`config.mk`:
```
export PLATFORM = sky130hd
export DESIGN_NAME = isl51002_mode_ctrl
export DESIGN_NICKNAME = d
export VERILOG_FILES = /design/src/rtl/isl51002_pkg.sv /design/src/rtl/isl51002_meas_cmp.sv /design/src/rtl/isl51002_mode_ctrl.sv
export SDC_FILE = /design/constraint.sdc
export NUM_CORES = 1
export LEC_CHECK = 0
export BUFFER_PORTS_ARGS = -buffer_cell sky130_fd_sc_hd__buf_2
export CORE_ASPECT_RATIO = 1.4
export CORE_UTILIZATION = 51
export CTS_CLUSTER_DIAMETER = 50
export DETAILED_ROUTE_END_ITERATION = 16
export HOLD_SLACK_MARGIN = 0.03
export PLACE_DENSITY = 0.76
export SYNTH_ARGS = -nofsm -noshare
export SYNTH_HDL_FRONTEND = slang
export SYNTH_SLANG_ARGS = --single-unit
```
`constraint.sdc`:
```
create_clock -name PCLK_i -period 8.3 [get_ports PCLK_i]
set_clock_uncertainty 0.15 [all_clocks]
set_input_delay 1.66 -clock PCLK_i [delete_from_list [all_inputs] [get_ports PCLK_i]]
set_output_delay 1.66 -clock PCLK_i [all_outputs]
set_load 0.1 [all_outputs]
```
`src/rtl/isl51002_pkg.sv`:
```
// Shared types and constants for the ISL51002 mode-control sequencer.
package isl51002_pkg;

    typedef enum logic [1:0] {
        NOSYNC  = 2'd0,
        ACQUIRE = 2'd1,
        LOCKED  = 2'd2
    } mode_state_t;

    localparam int H_TOTAL_LSB      = 0;
    localparam int H_TOTAL_MSB      = 11;
    localparam int H_ACTIVE_LSB     = 12;
    localparam int H_ACTIVE_MSB     = 22;
    localparam int H_BACKPORCH_LSB  = 23;
    localparam int H_BACKPORCH_MSB  = 31;
    localparam int H_SYNCLEN_LSB    = 32;
    localparam int H_SYNCLEN_MSB    = 40;
    localparam int V_ACTIVE_LSB     = 52;
    localparam int V_ACTIVE_MSB     = 62;
    localparam int V_BACKPORCH_LSB  = 64;
    localparam int V_BACKPORCH_MSB  = 72;
    localparam int V_SYNCLEN_LSB    = 73;
    localparam int V_SYNCLEN_MSB    = 76;
    localparam int H_SKIP_LSB       = 88;
    localparam int H_SKIP_MSB       = 91;
    localparam int H_SAMPLE_SEL_LSB = 92;
    localparam int H_SAMPLE_SEL_MSB = 95;

    // Larger minus smaller, so the delta never wraps.
    function automatic logic [19:0] abs_diff(input logic [19:0] a, input logic [19:0] b);
        return (a >= b) ? (a - b) : (b - a);
    endfunction

endpackage

```
`src/rtl/isl51002_meas_cmp.sv`:
```
// Frame-boundary detection and frame-to-frame measurement comparison.
module isl51002_meas_cmp
    import isl51002_pkg::*;
#(
    parameter int unsigned VTOL = 1,
    parameter int unsigned PTOL = 64
) (
    input  logic        clk,
    input  logic        rst_n,
    input  logic        i_frame_change,
    input  logic [10:0] i_vtotal,
    input  logic [19:0] i_pcnt,
    input  logic        i_interlace,
    output logic        o_fb,
    output logic        o_match
);

    logic        r_fc_q;
    logic        r_fb;
    logic [10:0] r_prev_vtotal;
    logic [19:0] r_prev_pcnt;
    logic        r_prev_interlace;
    logic [19:0] w_dv;
    logic [19:0] w_dp;

    // Registered rising-edge detect; measurements are latched on every boundary.
    always_ff @(posedge clk or negedge rst_n) begin
        if (!rst_n) begin
            r_fc_q           <= 1'b0;
            r_fb             <= 1'b0;
            r_prev_vtotal    <= 11'd0;
            r_prev_pcnt      <= 20'd0;
            r_prev_interlace <= 1'b0;
        end else begin
            r_fc_q <= i_frame_change;
            r_fb   <= i_frame_change & ~r_fc_q;
            if (r_fb) begin
                r_prev_vtotal    <= i_vtotal;
                r_prev_pcnt      <= i_pcnt;
                r_prev_interlace <= i_interlace;
            end else begin
                r_prev_vtotal    <= r_prev_vtotal;
                r_prev_pcnt      <= r_prev_pcnt;
                r_prev_interlace <= r_prev_interlace;
            end
        end
    end

    assign w_dv    = abs_diff({9'd0, i_vtotal}, {9'd0, r_prev_vtotal});
    assign w_dp    = abs_diff(i_pcnt, r_prev_pcnt);
    assign o_match = (w_dv <= 20'(VTOL)) && (w_dp <= 20'(PTOL)) &&
                     (i_interlace == r_prev_interlace);
    assign o_fb    = r_fb;

endmodule

```
`src/rtl/isl51002_mode_ctrl.sv`:
```
// Mode lock/loss qualification and frame-synchronous config apply for the ISL51002.
// Optional sticky interrupt (irq_o / irq_clr_i) enabled by defining ISL_MODE_CTRL_IRQ_EN.
module isl51002_mode_ctrl
    import isl51002_pkg::*;
#(
    parameter int unsigned STABLE_FRAMES = 3,
    parameter int unsigned VTOL          = 1,
    parameter int unsigned PTOL          = 64,
    parameter int unsigned TIMEOUT       = 2000000
) (
    input  logic        PCLK_i,
    input  logic        reset_n,
    input  logic        frame_change_i,
    input  logic [10:0] vtotal_i,
    input  logic [19:0] pcnt_frame_i,
    input  logic        interlace_i,
    input  logic [95:0] cfg_shadow_i,
    input  logic        cfg_update_req_i,
    output logic [95:0] cfg_active_o,
    output logic        cfg_update_ack_o,
    output logic        mode_locked_o,
    output logic        mode_changed_o,
    output logic        sync_lost_o,
    output logic [10:0] locked_vtotal_o,
    output logic        locked_interlace_o
`ifdef ISL_MODE_CTRL_IRQ_EN
    ,
    output logic        irq_o,
    input  logic        irq_clr_i
`endif
);

    mode_state_t r_state;
    mode_state_t w_state_nxt;
    logic [3:0]  r_cnt;
    logic [3:0]  w_cnt_nxt;
    logic [21:0] r_wd;
    logic        w_fb;
    logic        w_match;
    logic        w_timeout;
    logic        w_lock_evt;
    logic        w_change_evt;
    logic        w_apply;
    logic        r_armed;
    logic [95:0] r_cfg;
    logic        r_ack;
    logic        r_locked;
    logic        r_changed;
    logic        r_lost;
    logic [10:0] r_lk_vtotal;
    logic        r_lk_interlace;

    isl51002_meas_cmp #(
        .VTOL (VTOL),
        .PTOL (PTOL)
    ) u_meas_cmp (
        .clk            (PCLK_i),
        .rst_n          (reset_n),
        .i_frame_change (frame_change_i),
        .i_vtotal       (vtotal_i),
        .i_pcnt         (pcnt_frame_i),
        .i_interlace    (interlace_i),
        .o_fb           (w_fb),
        .o_match        (w_match)
    );

    // A boundary in the same cycle suppresses the timeout.
    assign w_timeout = ~w_fb & (r_wd == 22'(TIMEOUT - 1));

    // State register and match counter.
    always_ff @(posedge PCLK_i or negedge reset_n) begin
        if (!reset_n) begin
            r_state <= NOSYNC;
            r_cnt   <= 4'd0;
        end else begin
            r_state <= w_state_nxt;
            r_cnt   <= w_cnt_nxt;
        end
    end

    // Next-state logic and lock/change events.
    always_comb begin
        w_state_nxt  = r_state;
        w_cnt_nxt    = r_cnt;
        w_lock_evt   = 1'b0;
        w_change_evt = 1'b0;
        case (r_state)
            NOSYNC: begin
                if (w_fb) begin
                    w_state_nxt = ACQUIRE;
                    w_cnt_nxt   = 4'd0;
                end else begin
                    w_state_nxt = NOSYNC;
                end
            end
            ACQUIRE: begin
                if (w_fb && w_match) begin
                    if (r_cnt == 4'(STABLE_FRAMES - 1)) begin
                        w_state_nxt = LOCKED;
                        w_cnt_nxt   = 4'd0;
                        w_lock_evt  = 1'b1;
                    end else begin
                        w_cnt_nxt = r_cnt + 4'd1;
                    end
                end else if (w_fb) begin
                    w_cnt_nxt = 4'd0;
                end else begin
                    w_cnt_nxt = r_cnt;
                end
            end
            LOCKED: begin
                if (w_fb && !w_match) begin
                    w_state_nxt  = ACQUIRE;
                    w_cnt_nxt    = 4'd0;
                    w_change_evt = 1'b1;
                end else begin
                    w_state_nxt = LOCKED;
                end
            end
            default: begin
                w_state_nxt = NOSYNC;
                w_cnt_nxt   = 4'd0;
            end
        endcase
        if (w_timeout) begin
            w_state_nxt  = NOSYNC;
            w_cnt_nxt    = 4'd0;
            w_change_evt = 1'b0;
        end else begin
            w_state_nxt = w_state_nxt;
        end
    end

    // Locked mode waits for a frame boundary; unlocked applies as soon as the request is seen.
    assign w_apply = cfg_update_req_i & r_armed & ((r_state == LOCKED) ? w_fb : 1'b1);

    // Watchdog, status outputs, lock capture and config apply.
    always_ff @(posedge PCLK_i or negedge reset_n) begin
        if (!reset_n) begin
            r_wd           <= 22'd0;
            r_lost         <= 1'b1;
            r_locked       <= 1'b0;
            r_changed      <= 1'b0;
            r_lk_vtotal    <= 11'd0;
            r_lk_interlace <= 1'b0;
            r_armed        <= 1'b0;
            r_cfg          <= 96'd0;
            r_ack          <= 1'b0;
        end else begin
            if (w_fb) begin
                r_wd <= 22'd0;
            end else if (r_wd != 22'(TIMEOUT)) begin
                r_wd <= r_wd + 22'd1;
            end else begin
                r_wd <= r_wd;
            end

            if (w_fb) begin
                r_lost <= 1'b0;
            end else if (w_timeout) begin
                r_lost <= 1'b1;
            end else begin
                r_lost <= r_lost;
            end

            r_locked  <= (w_state_nxt == LOCKED);
            r_changed <= w_change_evt;

            if (w_lock_evt) begin
                r_lk_vtotal    <= vtotal_i;
                r_lk_interlace <= interlace_i;
            end else begin
                r_lk_vtotal    <= r_lk_vtotal;
                r_lk_interlace <= r_lk_interlace;
            end

            // Re-arm only once the request has been seen low.
            if (!cfg_update_req_i) begin
                r_armed <= 1'b1;
            end else if (w_apply) begin
                r_armed <= 1'b0;
            end else begin
                r_armed <= r_armed;
            end

            r_cfg <= w_apply ? cfg_shadow_i : r_cfg;
            r_ack <= w_apply;
        end
    end

`ifdef ISL_MODE_CTRL_IRQ_EN
    logic w_irq_set;
    logic r_irq;

    assign w_irq_set = w_change_evt | (w_timeout & ~r_lost) | w_lock_evt;

    // Sticky interrupt; a new event beats a simultaneous clear.
    always_ff @(posedge PCLK_i or negedge reset_n) begin
        if (!reset_n) begin
            r_irq <= 1'b0;
        end else if (w_irq_set) begin
            r_irq <= 1'b1;
        end else if (irq_clr_i) begin
            r_irq <= 1'b0;
        end else begin
            r_irq <= r_irq;
        end
    end

    assign irq_o = r_irq;
`endif

    assign cfg_active_o       = r_cfg;
    assign cfg_update_ack_o   = r_ack;
    assign mode_locked_o      = r_locked;
    assign mode_changed_o     = r_changed;
    assign sync_lost_o        = r_lost;
    assign locked_vtotal_o    = r_lk_vtotal;
    assign locked_interlace_o = r_lk_interlace;

endmodule

```
Word level (Yosys, flattened, before mapping)
Cells that the tools add are included.
{"block": "totals", "register_bits": 175, "inputBits": 132}
{"block": "classes", "n_addsub": 6, "magnitude_cmp": 4, "eq_ne": 9, "muxes": 27, "bitwise_logic": 6, "reduce_logical": 8}
{"operator": "$mux W22", "n": 2}
{"operator": "$mux W20", "n": 2}
{"operator": "$sub A20 B20 Y20", "n": 2}
{"operator": "$sub A11 B11 Y12", "n": 2}
{"operator": "$add A22 B1 Y22 const B", "n": 1}
{"operator": "$eq A22 B21 Y1 const B", "n": 1}
{"operator": "$ne A22 B21 Y1 const B", "n": 1}
{"operator": "$ge A20 B20 Y1", "n": 1}
{"operator": "$le A20 B1 Y1 const B", "n": 1}
{"operator": "$le A20 B7 Y1 const B", "n": 1}
{"operator": "$mux W4", "n": 5}
{"operator": "$mux W1", "n": 12}
{"operator": "$pmux W4 S3", "n": 1}
{"operator": "$ge A11 B11 Y1", "n": 1}
{"operator": "$mux W2", "n": 4}
{"operator": "$pmux W2 S3", "n": 1}
{"operator": "$add A4 B1 Y4 const B", "n": 1}
{"operator": "$and A1 B1 Y1", "n": 4}
{"operator": "$eq A2 B2 Y1 const B", "n": 2}
{"operator": "$eq A4 B2 Y1 const B", "n": 1}
{"operator": "$logic_and A1 B1 Y1", "n": 4}
{"operator": "$reduce_bool A2 Y1", "n": 2}
{"operator": "$ne A3 B3 Y1 const B", "n": 1}
{"operator": "$eq A2 B1 Y1 const B", "n": 1}
{"operator": "other kinds (5)", "n": 6}

Longest topological paths before layout
{"block": "logic_depth", "depth_word": 11, "ltp_mapped": 14, "ltp_nobuf": 13}

Modules after synthesis
Synthesis repeated with hierarchy kept, for this count alone.
{"block": "unflattened", "cells_unflattened": 1009, "area_unflattened_um2": 10366.2}
{"module": "isl51002_mode_ctrl", "instances": 1, "cells_per_inst": 402, "area_each_um2": 5755.5}
{"module": "isl51002_meas_cmp", "instances": 1, "cells_per_inst": 607, "area_each_um2": 4610.7}

Least setup slack after synthesis
No wires, ideal clock.
{"block": "synth_path", "path_kind": "input to register", "start": "input pcnt_frame_i[5]", "end": "register r_lk_vtotal[2], in the netlist locked_vtotal_o[2]", "setup_ns": 0.125, "arrival_ns": 4.605, "t_required_ns": 8.025, "path_slack_ns": 3.420, "cell_stages": 14, "cell_sequence": "inv_1 > ha_1 > buf_6 > and2_4 > o21bai_1 > o31ai_2 > a211oi_1 > or3_1 > a221oi_1 > nand4_1 > a2111oi_4 > nand4_4 > buf_6 > mux2_4"}
{"block": "synth_via", "elab_chain_cells": 8, "word_cells_on_any_way": 10}
{"element": "from (decl)", "line": "isl51002_mode_ctrl.sv:15", "text": "input logic [19:0] pcnt_frame_i,"}
{"element": "$sub A20 B20 Y20 / $ge A20 B20 Y1 (equally long branches)", "line": "isl51002_pkg.sv:31", "text": "return (a >= b) ? (a - b) : (b - a);"}
{"element": "$mux W20 (*)", "line": "isl51002_pkg.sv:31"}
{"element": "$le A20 B7 Y1 (*)", "line": "isl51002_meas_cmp.sv:51", "text": "assign o_match = (w_dv <= 20'(VTOL)) && (w_dp <= 20'(PTOL)) &&"}
{"element": "$logic_and A1 B1 Y1 (*) (2 in a row)", "line": "isl51002_meas_cmp.sv:51"}
{"element": "$logic_and A1 B1 Y1 (*)", "line": "isl51002_mode_ctrl.sv:97", "text": "if (w_fb && w_match) begin"}
{"element": "$mux W1 (*)", "line": "isl51002_mode_ctrl.sv:97"}
{"element": "$mux W1 (*)", "line": "isl51002_mode_ctrl.sv:87", "text": "case (r_state)"}
{"element": "to (signal assigned)", "line": "isl51002_mode_ctrl.sv:170", "text": "r_lk_vtotal <= vtotal_i;"}
{"element": "to (signal assigned)", "line": "isl51002_mode_ctrl.sv:173", "text": "r_lk_vtotal <= r_lk_vtotal;"}
{"element": "to (decl)", "line": "isl51002_mode_ctrl.sv:50", "text": "logic [10:0] r_lk_vtotal;"}
Every way passes the cells marked *; elsewhere a longest branch is shown, timed or not.
A chain may end at the register's enable or synchronous reset.

Final worst setup path
{"block": "layout_path", "start": "input pcnt_frame_i[3]", "end": "register r_lk_vtotal[4], in the netlist locked_vtotal_o[4]"}
Same word-level chain as after synthesis.

==> impl_metrics.csv <==
group,metric,value,unit
run_status,status,"finished, final reports clean",
timing,rsz0062_at_grt,"no",
cells_and_area,post-route-util,62.12,%
timing,holdWs,259.3,ps
timing,fin_crit,5264,ps
clock_network,cts_sinks,175,
drt,firstDrtPassIters,5,
clock_network,cts_hold_buf,0,
timing,drv_slew,0,
logic_synthesis,synth_edf_count,0,
drt,wl,26080,um
pwr,p_leak,5.982,nW
place,place.gp.congestion,0.9187,
place,io_buffers,243,
drt,drcViolationCount,0,
clock_network,clock_path_buffers,2,
setup_path,arrival,5430,ps
global_routing,antenna_found_initial,0,
logic_synthesis,syn_nets,1224,
drt,wire_per_inst,17.31,um
setup_path,end_kind,"flop",
drt,wl_met1,10600,um
pwr,power_per_cell_area,249.2,nW/um2
timing,setup_viol,0,
drt,top_layer,"met4",
logic_synthesis,netlist_top_cells_area,"dfrtp_1 42%, mux2_2 11%, ha_1 7.9%, o21ai_0 3.2%, inv_1 3.0%",
global_routing,grt_pass1_vias,8359,
logic_synthesis,ys_types,71,
clock_network,clk_pin_slew,80,ps
cells_and_area,nets,1441,
logic_synthesis,syn_avg_cell_area,10.09,um2
logic_synthesis,ys.warnings.count,0,
worst_hold_path,hold_class,"flop to flop",
timing,worst_slew_pin_slew,1011,ps
logic_synthesis,syn-cell-area,10340,um2
setup_path,worst-path-max-fanout,14,
clock_network,cts_buffers,17,
drt,route.vias.total,8443,
timing,max_slew_margin,32.57,%
die,core,19840,um2
setup_path,cp.required,8470,ps
die,rows,61,
drt,ant_nets,0,
timing,clock.fmax,190.0,MHz
drt,vias_per_cell,5.603,
timing,fin_ws,3036,ps
pwr,power,3.071,mW
logic_synthesis,yosys_register_bits,175,
clock_network,cts-root-buf,"clkbuf_16",
place,pre_cts_ws,2646,ps
logic_synthesis,synth_most_common_cell,"dfrtp_1",
global_routing,grt_max_degree,112,
cells_and_area,area_delta_synth_final,19.20,%
setup_path,cp-start-kind,"input pin",
clock_network,h-tree-depth,4,
die,ios,244,
die,die-area,20860,um2
logic_synthesis,yosysTopAreaCell,"dfrtp_1",
clock_network,post_cts_buffers,0,
drt,wl_met2,13350,um
clock_network,tritoncts,"yes",
global_routing,gr-usage-all-layers,25.31,%
timing,fin_crit_sh,63.42,%
place,dp_hpwl,19600,um
global_routing,grt_overflow,0,
logic_synthesis,synthCells,1025,
logic_synthesis,yosysSeqAreaShare,42.36,%
global_routing,grt_pass1_wl,41300,um
clock_network,cts_resized,0,
flow_run,max_cap_viol_count,0,
die,start_util,52.11,%
timing,hold_viol_final,0,
logic_synthesis,synthFlopType,"dfrtp_1",
drt,drt_iter0_drc,594,
drt,met3_wirelength,1263,um
setup_path,worst-setup-path-type,"input pin to flop",
logic_synthesis,synth_commonest_cells,"174 x dfrtp_1, 103 x mux2_2, 82 x inv_1",
die,dieHeight,170.5,um
cells_and_area,drive_above_1_share,32.35,%
logic_synthesis,synth_top_area_share,42.11,%
logic_synthesis,async_reset_ff_share,100.0,%
pwr,ir_drop,0.0001995,V
cells_and_area,n_antenna_cell,0,
clock_network,insertion_delay,430,ps
die,die_x,122.3,um
timing,tns,0,ps
==> registers in the layout, indices dropped and copies added (netlist names) <==
signal                       cells
r_wd                            22
locked_vtotal_o                 11
r_armed                          1
mode_locked_o                    1
u_meas_cmp.r_prev_interlace      1
locked_interlace_o               1
mode_changed_o                   1
r_state                          2
u_meas_cmp.r_fc_q                1
u_meas_cmp.r_prev_vtotal        11
cfg_update_ack_o                 1
u_meas_cmp.r_prev_pcnt          20
sync_lost_o                      1
u_meas_cmp.o_fb                  1
cfg_active_o                    96
r_cnt                            4
==> path summary, 6_finish.rpt <==
| path | startpoint | end | slack, ps | cells past startpoint |
|---|---|---|---|---|
| max | pcnt_frame_i[3] | locked_vtotal_o[4] | 3040 | 13 |
| min reg2reg | u_meas_cmp.r_fc_q | u_meas_cmp.o_fb | 260 | 1 |
| max reg2reg | u_meas_cmp.r_prev_pcnt[3] | locked_vtotal_o[4] | 4040 | 11 |
| max in group asynchronous | reset_n | u_meas_cmp.o_fb | 5300 | 2 |
| min in group asynchronous | reset_n | cfg_active_o[43] | 1210 | 1 |
| min | u_meas_cmp.r_fc_q | u_meas_cmp.o_fb | 260 | 1 |
==> worst max-delay path, stage by stage <==
cell	delay (ps)
buf_2	100
inv_1	40
ha_1	430
a21oi_1	280
o21bai_1	180
o32ai_1	570
o21ai_1	180
xnor2_1	160
a221oi_1	300
nand4_1	260
a2111oi_4	430
nand4_4	380
mux2_4	440
==> area by class of cell <==
type | count | area [um2]
Sequential cell | 175 | 4382
Multi-Input combinational cell | 720 | 5440
Clock buffer | 17 | 425.4
Timing Repair Buffer | 246 | 1245
Tap cell | 252 | 315.3
Clock inverter | 15 | 211.5
Inverter | 82 | 307.8
Fill cell | 1704 | 7517
==> cell usage in the layout, fill, tap and decap left out, drive strengths merged, types with 12 or more instances in the layout <==
cell type	instances
a21o	18
nand4	18
ha	65
nor2	57
clkbuf	17
nand2	80
buf	246
dfrtp	174
a21oi	56
mux2	111
nand3	21
o21ai	70
nor3	12
inv	85
xnor2	21
xor2	27
==> kinds of logic (layout without fill, tap and decap cells) <==
logic type,Yosys count,in the layout,synth area share (%)
AOI/OAI and AO/OA,230,230,14.54
xor gates and xnor gates,48,48,4.065
adders and majority gates,67,67,8.252
buffers and inverters,130,360,5.082
DFF,175,175,42.36
muxes,118,118,13.06
and+or+nand+nor,257,257,12.64
==> layer usage <==
layer | vias to the layer above | global-route usage [%]
li1 | 4046 | -
met1 | 4067 | 29.61
met2 | 264 | 44.28
met3 | 66 | 5.295
met4 | 0 | 10.71
met5 | - | 0
==> where the power goes <==
group / total, mW / internal (mW) / switching, mW
registers: 1.00 / 0.948 / 0.0554
logic: 1.23 / 0.316 / 0.916
clock network: 0.835 / 0.415 / 0.420
total: 3.07 / 1.68 / 1.39
==> per-stage QoR <==
stage          instance area (um2)  instances
2_1_floorplan                10340       1025
3_3_place_gp                 11690       1475
5_1_grt                      12330       1507
3_5_place_dp                 11690       1475
6_report                     12330       1507
4_1_cts                      12330       1507
Note: power is estimated with default switching activity, not from simulation.
